$ cat config.mk
export PLATFORM = sky130hd
export DESIGN_NAME = bank_burst_sequencer
export DESIGN_NICKNAME = d
export VERILOG_FILES = /design/src/rtl/bank_sched_pkg.sv /design/src/rtl/open_row_table.sv /design/src/rtl/bank_burst_sequencer.sv
export SDC_FILE = /design/constraint.sdc
export NUM_CORES = 2
export LEC_CHECK = 0
export CAP_MARGIN = 25
export CELL_PAD_IN_SITES_DETAIL_PLACEMENT = 0
export CELL_PAD_IN_SITES_GLOBAL_PLACEMENT = 2
export CORE_UTILIZATION = 29
export CTS_BUF_LIST = sky130_fd_sc_hd__clkbuf_2
export DETAILED_ROUTE_END_ITERATION = 7
export PLACE_DENSITY_LB_ADDON = 0.25
export SLEW_MARGIN = 10
export SYNTH_ARGS = -nofsm -noshare
export SYNTH_HDL_FRONTEND = slang
export SYNTH_HIERARCHICAL = 1
export SYNTH_SLANG_ARGS = --single-unit
$ cat constraint.sdc
create_clock -name clk -period 3.4 [get_ports clk]
set_clock_uncertainty 0.05 [all_clocks]
set_input_delay 0.51 -clock clk [delete_from_list [all_inputs] [get_ports clk]]
set_output_delay 0.51 -clock clk [all_outputs]
set_load 0.05 [all_outputs]
$ cat src/rtl/bank_sched_pkg.sv
// Shared types and helpers for the bank burst sequencer: FSM states,
// default geometry and the bank-group/bank to flat bank index mapping.
package bank_sched_pkg;

   typedef enum logic [2:0] {
      IDLE   = 3'd0,
      PRE    = 3'd1,
      ACT    = 3'd2,
      BURST  = 3'd3,
      RDWAIT = 3'd4,
      DONE   = 3'd5
   } state_e;

   localparam int BGWIDTH_DEF   = 2;
   localparam int BAWIDTH_DEF   = 2;
   localparam int ADDRWIDTH_DEF = 17;
   localparam int COLWIDTH_DEF  = 10;
   localparam int NBANKS        = (2 ** BGWIDTH_DEF) * (2 ** BAWIDTH_DEF);
   localparam int ROWS          = 2 ** ADDRWIDTH_DEF;
   localparam int COLS          = 2 ** COLWIDTH_DEF;

   // Phase counter width; every timing parameter must stay below 2**CNTW - 1.
   localparam int CNTW = 8;

   function automatic int bank_index(input int bg, input int ba, input int banks_per_group);
      return bg * banks_per_group + ba;
   endfunction

endpackage

$ cat src/rtl/open_row_table.sv
// Per-bank open-row tracker: one {valid, row} entry per bank with lookup,
// set and clear ports, and a flattened view of the rows currently held open.
module open_row_table #(
   parameter int  NBANKS    = 16,
   parameter int  ADDRWIDTH = 17,
   localparam int BIW       = $clog2(NBANKS)
) (
   input  logic                        clk,
   input  logic                        rst,
   input  logic [BIW-1:0]              lk_idx,
   input  logic [ADDRWIDTH-1:0]        lk_row,
   output logic                        lk_hit,
   output logic                        lk_closed,
   input  logic                        set_en,
   input  logic [BIW-1:0]              set_idx,
   input  logic [ADDRWIDTH-1:0]        set_row,
   input  logic                        clr_en,
   input  logic [BIW-1:0]              clr_idx,
   output logic [NBANKS*ADDRWIDTH-1:0] rows_o
);

   logic [NBANKS-1:0]                 vld_q, vld_d;
   logic [NBANKS-1:0][ADDRWIDTH-1:0] row_q, row_d;

   always_comb begin
      vld_d = vld_q;
      row_d = row_q;
      for (int b = 0; b < NBANKS; b++) begin
         if (clr_en && clr_idx == BIW'(b)) vld_d[b] = 1'b0;
         if (set_en && set_idx == BIW'(b)) begin
            vld_d[b] = 1'b1;
            row_d[b] = set_row;
         end
      end
   end

   always_comb begin
      lk_hit    = 1'b0;
      lk_closed = 1'b0;
      rows_o    = '0;
      for (int b = 0; b < NBANKS; b++) begin
         if (lk_idx == BIW'(b)) begin
            lk_closed = !vld_q[b];
            lk_hit    = vld_q[b] && (row_q[b] == lk_row);
         end
         // Closed banks present row 0 so idle buses stay quiet.
         if (vld_q[b]) rows_o[b*ADDRWIDTH +: ADDRWIDTH] = row_q[b];
      end
   end

   always_ff @(posedge clk) begin
      if (rst) begin
         vld_q <= '0;
         row_q <= '0;
      end else begin
         vld_q <= vld_d;
         row_q <= row_d;
      end
   end

endmodule

$ cat src/rtl/bank_burst_sequencer.sv
// Single-requester DRAM burst controller: precharge/activate/burst sequencing
// against an open-row table, driving the chip's flattened per-bank buses.
module bank_burst_sequencer
   import bank_sched_pkg::*;
#(
   parameter int BGWIDTH      = BGWIDTH_DEF,
   parameter int BAWIDTH      = BAWIDTH_DEF,
   parameter int ADDRWIDTH    = ADDRWIDTH_DEF,
   parameter int COLWIDTH     = COLWIDTH_DEF,
   parameter int DEVICE_WIDTH = 4,
   parameter int BL           = 8,
   parameter int TRP          = 2,
   parameter int TRCD         = 2,
   parameter int RL           = 1
) (
   input  logic                                                        clk,
   input  logic                                                        rst,
   input  logic                                                        req_valid,
   output logic                                                        req_ready,
   input  logic                                                        req_wr,
   input  logic [BGWIDTH-1:0]                                          req_bg,
   input  logic [BAWIDTH-1:0]                                          req_ba,
   input  logic [ADDRWIDTH-1:0]                                        req_row,
   input  logic [COLWIDTH-1:0]                                         req_col,
   input  logic [BL*DEVICE_WIDTH-1:0]                                  req_wdata,
   output logic                                                        done,
   output logic [BL*DEVICE_WIDTH-1:0]                                  rdata,
   output logic [(2**BGWIDTH)*(2**BAWIDTH)-1:0]                        rd_o_wr,
   output logic [(2**BGWIDTH)*(2**BAWIDTH)*ADDRWIDTH-1:0]              row,
   output logic [(2**BGWIDTH)*(2**BAWIDTH)*COLWIDTH-1:0]               column,
   output logic [(2**BGWIDTH)*(2**BAWIDTH)*DEVICE_WIDTH-1:0]           dqin,
   input  logic [(2**BGWIDTH)*(2**BAWIDTH)*DEVICE_WIDTH-1:0]           dqout
);

   localparam int BANKSPERGROUP = 2 ** BAWIDTH;
   localparam int NB            = (2 ** BGWIDTH) * BANKSPERGROUP;
   localparam int BIW           = $clog2(NB);
   localparam int DW            = DEVICE_WIDTH;

   state_e                    state_q, state_d;
   logic [CNTW-1:0]           cnt_q, cnt_d;
   logic                      wr_q, wr_d;
   logic [BIW-1:0]            bank_q, bank_d;
   logic [ADDRWIDTH-1:0]      row_q, row_d;
   logic [COLWIDTH-1:0]       col_q, col_d;
   logic [BL*DW-1:0]          wdata_q, wdata_d;
   logic [BL*DW-1:0]          rbuf_q, rbuf_d;
   logic [BL*DW-1:0]          rdata_q, rdata_d;

   logic [BIW-1:0]            req_bank;
   logic                      accept, lk_hit, lk_closed, set_en, clr_en;
   logic [NB*ADDRWIDTH-1:0]   tbl_rows;
   logic [DW-1:0]             wbeat, bank_dq;
   logic [CNTW-1:0]           cap_t;

   assign req_bank = BIW'(bank_index(int'(req_bg), int'(req_ba), BANKSPERGROUP));
   assign accept   = req_valid && (state_q == IDLE);
   assign clr_en   = accept && !lk_hit && !lk_closed;
   assign set_en   = (state_q == ACT) && (cnt_q == CNTW'(TRCD - 1));

   open_row_table #(.NBANKS(NB), .ADDRWIDTH(ADDRWIDTH)) u_tbl (
      .clk       (clk),
      .rst       (rst),
      .lk_idx    (req_bank),
      .lk_row    (req_row),
      .lk_hit    (lk_hit),
      .lk_closed (lk_closed),
      .set_en    (set_en),
      .set_idx   (bank_q),
      .set_row   (row_q),
      .clr_en    (clr_en),
      .clr_idx   (req_bank),
      .rows_o    (tbl_rows)
   );

   always_ff @(posedge clk) begin
      if (rst) state_q <= IDLE;
      else     state_q <= state_d;
   end

   always_comb begin
      state_d = state_q;
      case (state_q)
         IDLE:    if (req_valid) state_d = lk_hit ? BURST : (lk_closed ? ACT : PRE);
         PRE:     if (cnt_q == CNTW'(TRP - 1))  state_d = ACT;
         ACT:     if (cnt_q == CNTW'(TRCD - 1)) state_d = BURST;
         BURST:   if (cnt_q == CNTW'(BL - 1))   state_d = (!wr_q && RL > 0) ? RDWAIT : DONE;
         RDWAIT:  if (cnt_q == CNTW'(RL - 1))   state_d = DONE;
         DONE:    state_d = IDLE;
         default: state_d = IDLE;
      endcase
   end

   // Datapath: request latch, phase counter, read capture and rdata hand-off.
   always_comb begin
      cnt_d   = (state_d != state_q) ? '0 : cnt_q + 1'b1;
      wr_d    = wr_q;
      bank_d  = bank_q;
      row_d   = row_q;
      col_d   = col_q;
      wdata_d = wdata_q;
      if (accept) begin
         wr_d    = req_wr;
         bank_d  = req_bank;
         row_d   = req_row;
         col_d   = req_col;
         wdata_d = req_wdata;
      end

      bank_dq = '0;
      for (int b = 0; b < NB; b++)
         if (bank_q == BIW'(b)) bank_dq = dqout[b*DW +: DW];

      // cap_t counts cycles since beat 0 was driven; beat k lands at k+RL.
      cap_t  = (state_q == RDWAIT) ? CNTW'(BL) + cnt_q : cnt_q;
      rbuf_d = rbuf_q;
      for (int k = 0; k < BL; k++)
         if (!wr_q && (state_q == BURST || state_q == RDWAIT) && cap_t == CNTW'(k + RL))
            rbuf_d[k*DW +: DW] = bank_dq;

      rdata_d = rdata_q;
      if (state_d == DONE && state_q != DONE && !wr_q) rdata_d = rbuf_d;
   end

   always_ff @(posedge clk) begin
      if (rst) begin
         cnt_q   <= '0;
         wr_q    <= 1'b0;
         bank_q  <= '0;
         row_q   <= '0;
         col_q   <= '0;
         wdata_q <= '0;
         rbuf_q  <= '0;
         rdata_q <= '0;
      end else begin
         cnt_q   <= cnt_d;
         wr_q    <= wr_d;
         bank_q  <= bank_d;
         row_q   <= row_d;
         col_q   <= col_d;
         wdata_q <= wdata_d;
         rbuf_q  <= rbuf_d;
         rdata_q <= rdata_d;
      end
   end

   always_comb begin
      wbeat = '0;
      for (int k = 0; k < BL; k++)
         if (cnt_q == CNTW'(k)) wbeat = wdata_q[k*DW +: DW];
   end

   always_comb begin
      req_ready = (state_q == IDLE);
      done      = (state_q == DONE);
      rdata     = rdata_q;
      rd_o_wr   = '0;
      row       = tbl_rows;
      column    = '0;
      dqin      = '0;
      for (int b = 0; b < NB; b++) begin
         if (bank_q == BIW'(b)) begin
            // The table only learns the new row when ACT completes.
            if (state_q == ACT) row[b*ADDRWIDTH +: ADDRWIDTH] = row_q;
            if (state_q == BURST) begin
               rd_o_wr[b]                       = wr_q;
               column[b*COLWIDTH +: COLWIDTH]   = col_q + COLWIDTH'(cnt_q);
               if (wr_q) dqin[b*DW +: DW]       = wbeat;
            end
         end
      end
   end

endmodule

==> flow_metrics.env <==
export IMPL_status="finished with violations"
export IMPL_violations="negative setup slack"
export IMPL_avgViaCountPerCell=5.17
export IMPL_clkTransAtPathRegs_ns=0.11
export IMPL_slew_headroom=0.248
export IMPL_fin_ws_ns=-1.03
export IMPL_end_kind="primary output"
export IMPL_core_sq_um=91800
export IMPL_die_width_microns=306
export IMPL_n_fill_cell=8504
export IMPL_numPortBuffers=676
export IMPL_synthCells=3576
export IMPL_syn_avg_cell_area_sq_um=7.52
export IMPL_place_congestion=0.918
export IMPL_drive_above_1_share=0.386
export IMPL_worstSetupPathType="reg -> out"
export IMPL_final_util=0.510
export IMPL_grt_first_pass_wirelength_microns=215000
export IMPL_num_rows=111
export IMPL_final_hold_viol_count=0
export IMPL_antenna_found_initial=7
export IMPL_netlist_area_sq_um=26900
export IMPL_cpPeakStageDelay_ns=0.42
export IMPL_dieArea_sq_um=93900
export IMPL_fp_dieH_microns=306
export IMPL_yosysWarnings=6
export IMPL_period_needed_ns=4.43
export IMPL_period_share=1.30
export IMPL_met1_usage=0.405
export IMPL_wl_per_cell_microns=26.6
export IMPL_async_flop_share=0
export IMPL_pin_count=677
export IMPL_yosys_register_bits=427
export IMPL_drc=0
export IMPL_worst_slew_pin_slew_ns=1.13
export IMPL_numCtsBuffers=119
export IMPL_ys_top_cells_by_area="dfxtp_1 (32%), mux2_2 (12%), nand2_1 (11%), a21oi_1 (7.5%), and2_1 (6.4%)"
export IMPL_cts_tree="done"
export IMPL_drtAntennaViolNets=0
export IMPL_max_clock_freq_mhz=226
export IMPL_track_usage=0.314
export IMPL_crit_chain="ha_4, fa_2, a21o_1, a21oi_2, o21bai_1, a2111o_1, and3_4, buf_8, nor3_2, buf_4, buf_12"
export IMPL_rsz0062_at_grt="true"
export IMPL_drtPass1Iterations=7
export IMPL_synth_edf_count=0
export IMPL_grt_max_degree=98
export IMPL_finalMaxSlewViolations=0
export IMPL_slowest_stage="a2111o_1"
export IMPL_cp_start_kind="flip-flop"
export IMPL_initial_utilization=0.293
export IMPL_grt_use_met3=0.0538
export IMPL_synth_ff_type="dfxtp_1"
export IMPL_wl_microns=154000
export IMPL_nNetsFinal=4603
export IMPL_cts_max_level=3
export IMPL_overflow=0
export IMPL_finalSetupViolCount=499
export IMPL_worst_skew_pair_late_latency_ns=1.28
export IMPL_grt_pass1_vias=29000
export IMPL_stdcell_area_sq_um=46900
export IMPL_min_path_type="in -> reg"
export IMPL_crit_required_ns=2.84
export IMPL_dp_hpwl_microns=108000
export IMPL_synthDistinctLibCells=86
export IMPL_place_inst=5450
export IMPL_syn_nets=3721
export IMPL_area_growth_pct=74.3
export IMPL_worstPathArrival_ns=3.87
export IMPL_power_leakage_uw=0.0177
export IMPL_vias=30000
export IMPL_drt_initial_drc_count=2646
export IMPL_vdd_drop_max_mv=0.227
export IMPL_powerDensity_nw_per_um2=274
export IMPL_path_max_fanout=6
export IMPL_clockBufferDepth=3
export IMPL_cap_violations=0
export IMPL_cts_sinks=427
export IMPL_instances_no_fill=5798
export IMPL_placed_area_sq_um=41500
export IMPL_synth_top_cell_area_share=0.318
export IMPL_yosysTopAreaCell="dfxtp_1"
export IMPL_busiest_layer="met2"
export IMPL_cts_root_buf="clkbuf_2"
export IMPL_synth_seq_area_share=0.318
export IMPL_met2_usage=0.533
-- flip-flops by register name, indices dropped and copies added, names as in the netlist, 8 cells and up --
| signal | count |
|---|---|
| cnt_q | 8 |
| col_q | 10 |
| rbuf_q | 32 |
| rdata | 32 |
| row_q | 17 |
| u_tbl/row_q | 272 |
| u_tbl/vld_q | 16 |
| wdata_q | 32 |
-- per-layer routing --
| layer | wire length, microns | up-vias |
|---|---|---|
| met5 | 9 | - |
| met4 | 3990 | 2 |
| li1 | - | 13800 |
| met3 | 10700 | 217 |
| met2 | 75900 | 1314 |
| met1 | 63600 | 14700 |
-- where the power goes --
group / total, uW / internal, uW / switching, uW
combinational: 3560 / 1400 / 2170
clock: 3890 / 1460 / 2430
sequential: 5360 / 5110 / 251
total: 12800 / 7970 / 4850
-- cells in the mapped netlist, drive strengths merged (5+ instances only) --
cell    instances
nor3           73
inv            16
mux2i          17
buf            81
nand4          38
and3            7
o221ai          5
o21ai          44
o22ai           5
or2             7
ha             13
a221oi          9
a21o            5
a211oi         31
nor3b           7
and2          277
mux2          278
dfxtp         427
clkbuf        237
nor2          279
nor4           54
xnor2         149
nand2b         22
a211o           6
a21oi         404
nand3b          9
nand2         806
nor2b          16
xor2          134
and3b           5
nand3          49
-- worst max-delay path: cells and delay by family, from the launching register on --
kind / cells / cell delay [ns]
buffers and inverters: 3 / 0.42
DFF: 1 / 0.35
AOI/OAI and AO/OA: 4 / 0.90
and+or+nand+nor: 2 / 0.43
adders and majority gates: 2 / 0.50
-- kinds of logic after synthesis --
kind of cell             synth area share
AND/OR/NAND/NOR                     0.292
AO/OA/AOI/OAI                       0.115
flip-flops                          0.318
buffers and inverters              0.0515
multiplexers                        0.124
XOR/XNOR                           0.0922
adder cells (fa/ha/maj)           0.00679
-- layout by cell type (no fill, tap or decap), drive strengths merged, types with 4 or more instances in the layout --
cell type | synthesis | layout
buf | 81 | 849
nand2 | 806 | 808
dfxtp | 427 | 427
a21oi | 404 | 404
nor2 | 279 | 279
mux2 | 278 | 278
and2 | 277 | 277
clkbuf | 237 | 200
clkdlybuf4s50 | 0 | 163
xnor2 | 149 | 149
xor2 | 134 | 134
nor3 | 73 | 73
nor4 | 54 | 54
nand3 | 49 | 49
dlygate4sd3 | 0 | 48
o21ai | 44 | 44
nand4 | 38 | 38
a211oi | 31 | 31
clkinv | 0 | 27
nand2b | 22 | 22
mux2i | 17 | 17
inv | 16 | 16
nor2b | 16 | 16
ha | 13 | 13
nand3b | 9 | 9
a221oi | 9 | 9
or2 | 7 | 7
and3 | 7 | 7
nor3b | 7 | 7
a211o | 6 | 6
diode | 0 | 5
o221ai | 5 | 5
o22ai | 5 | 5
a21o | 5 | 5
and3b | 5 | 5
o31ai | 4 | 4
a2111oi | 4 | 4
or3b | 4 | 4
or4 | 4 | 4
-- path summary, 6_finish.rpt --
| check | startpoint | endpoint | slack (ns) | cells after the start |
|---|---|---|---|---|
| max reg2reg | u_tbl/row_q[32] | u_tbl/vld_q[0] | 0.06 | 13 |
| min reg2reg | rbuf_q[30] | rdata[30] | 0.27 | 2 |
| min | req_row[9] | row_q[9] | 0.12 | 4 |
| max | cnt_q[0] | column[18] | -1.03 | 11 |
-- cell type report --
class	instances	area (sq um)	share of cell area
Antenna cell	5	12.5	0.000267
Tap cell	1243	1560	0.0332
Sequential cell	427	8650	0.185
Clock buffer	185	926	0.0198
Timing Repair Buffer	1077	16100	0.344
Clock inverter	28	145	0.00310
Inverter	16	71.3	0.00152
Multi-Input combinational cell	2817	19400	0.413
-- timing repair --
item	in CTS	in global routing
setup buffers	48	19
hold buffers	48	0
gates resized for setup	420	267
pin swaps	76	64
endpoints found under the setup margin	568	571
hold endpoints to repair	250	0
cloned	12	9
-- per-stage QoR --
step | setup slack (ns) | total power (uW) | hold WS [ns] | TNS, ns
2_1_floorplan | -0.390 | 6690 | 0.381 | -2.81
3_3_place_gp | -1.16 | 8210 | 0.392 | -57.55
3_5_place_dp | -1.15 | 8200 | 0.395 | -57.84
4_1_cts | -1.14 | 12700 | 0.000742 | -276.31
5_1_grt | -1.25 | 13300 | 0.00170 | -293.06
6_report | -1.03 | 12800 | 0.116 | -176.64
No activity file was read; power rests on OpenSTA's default activity.
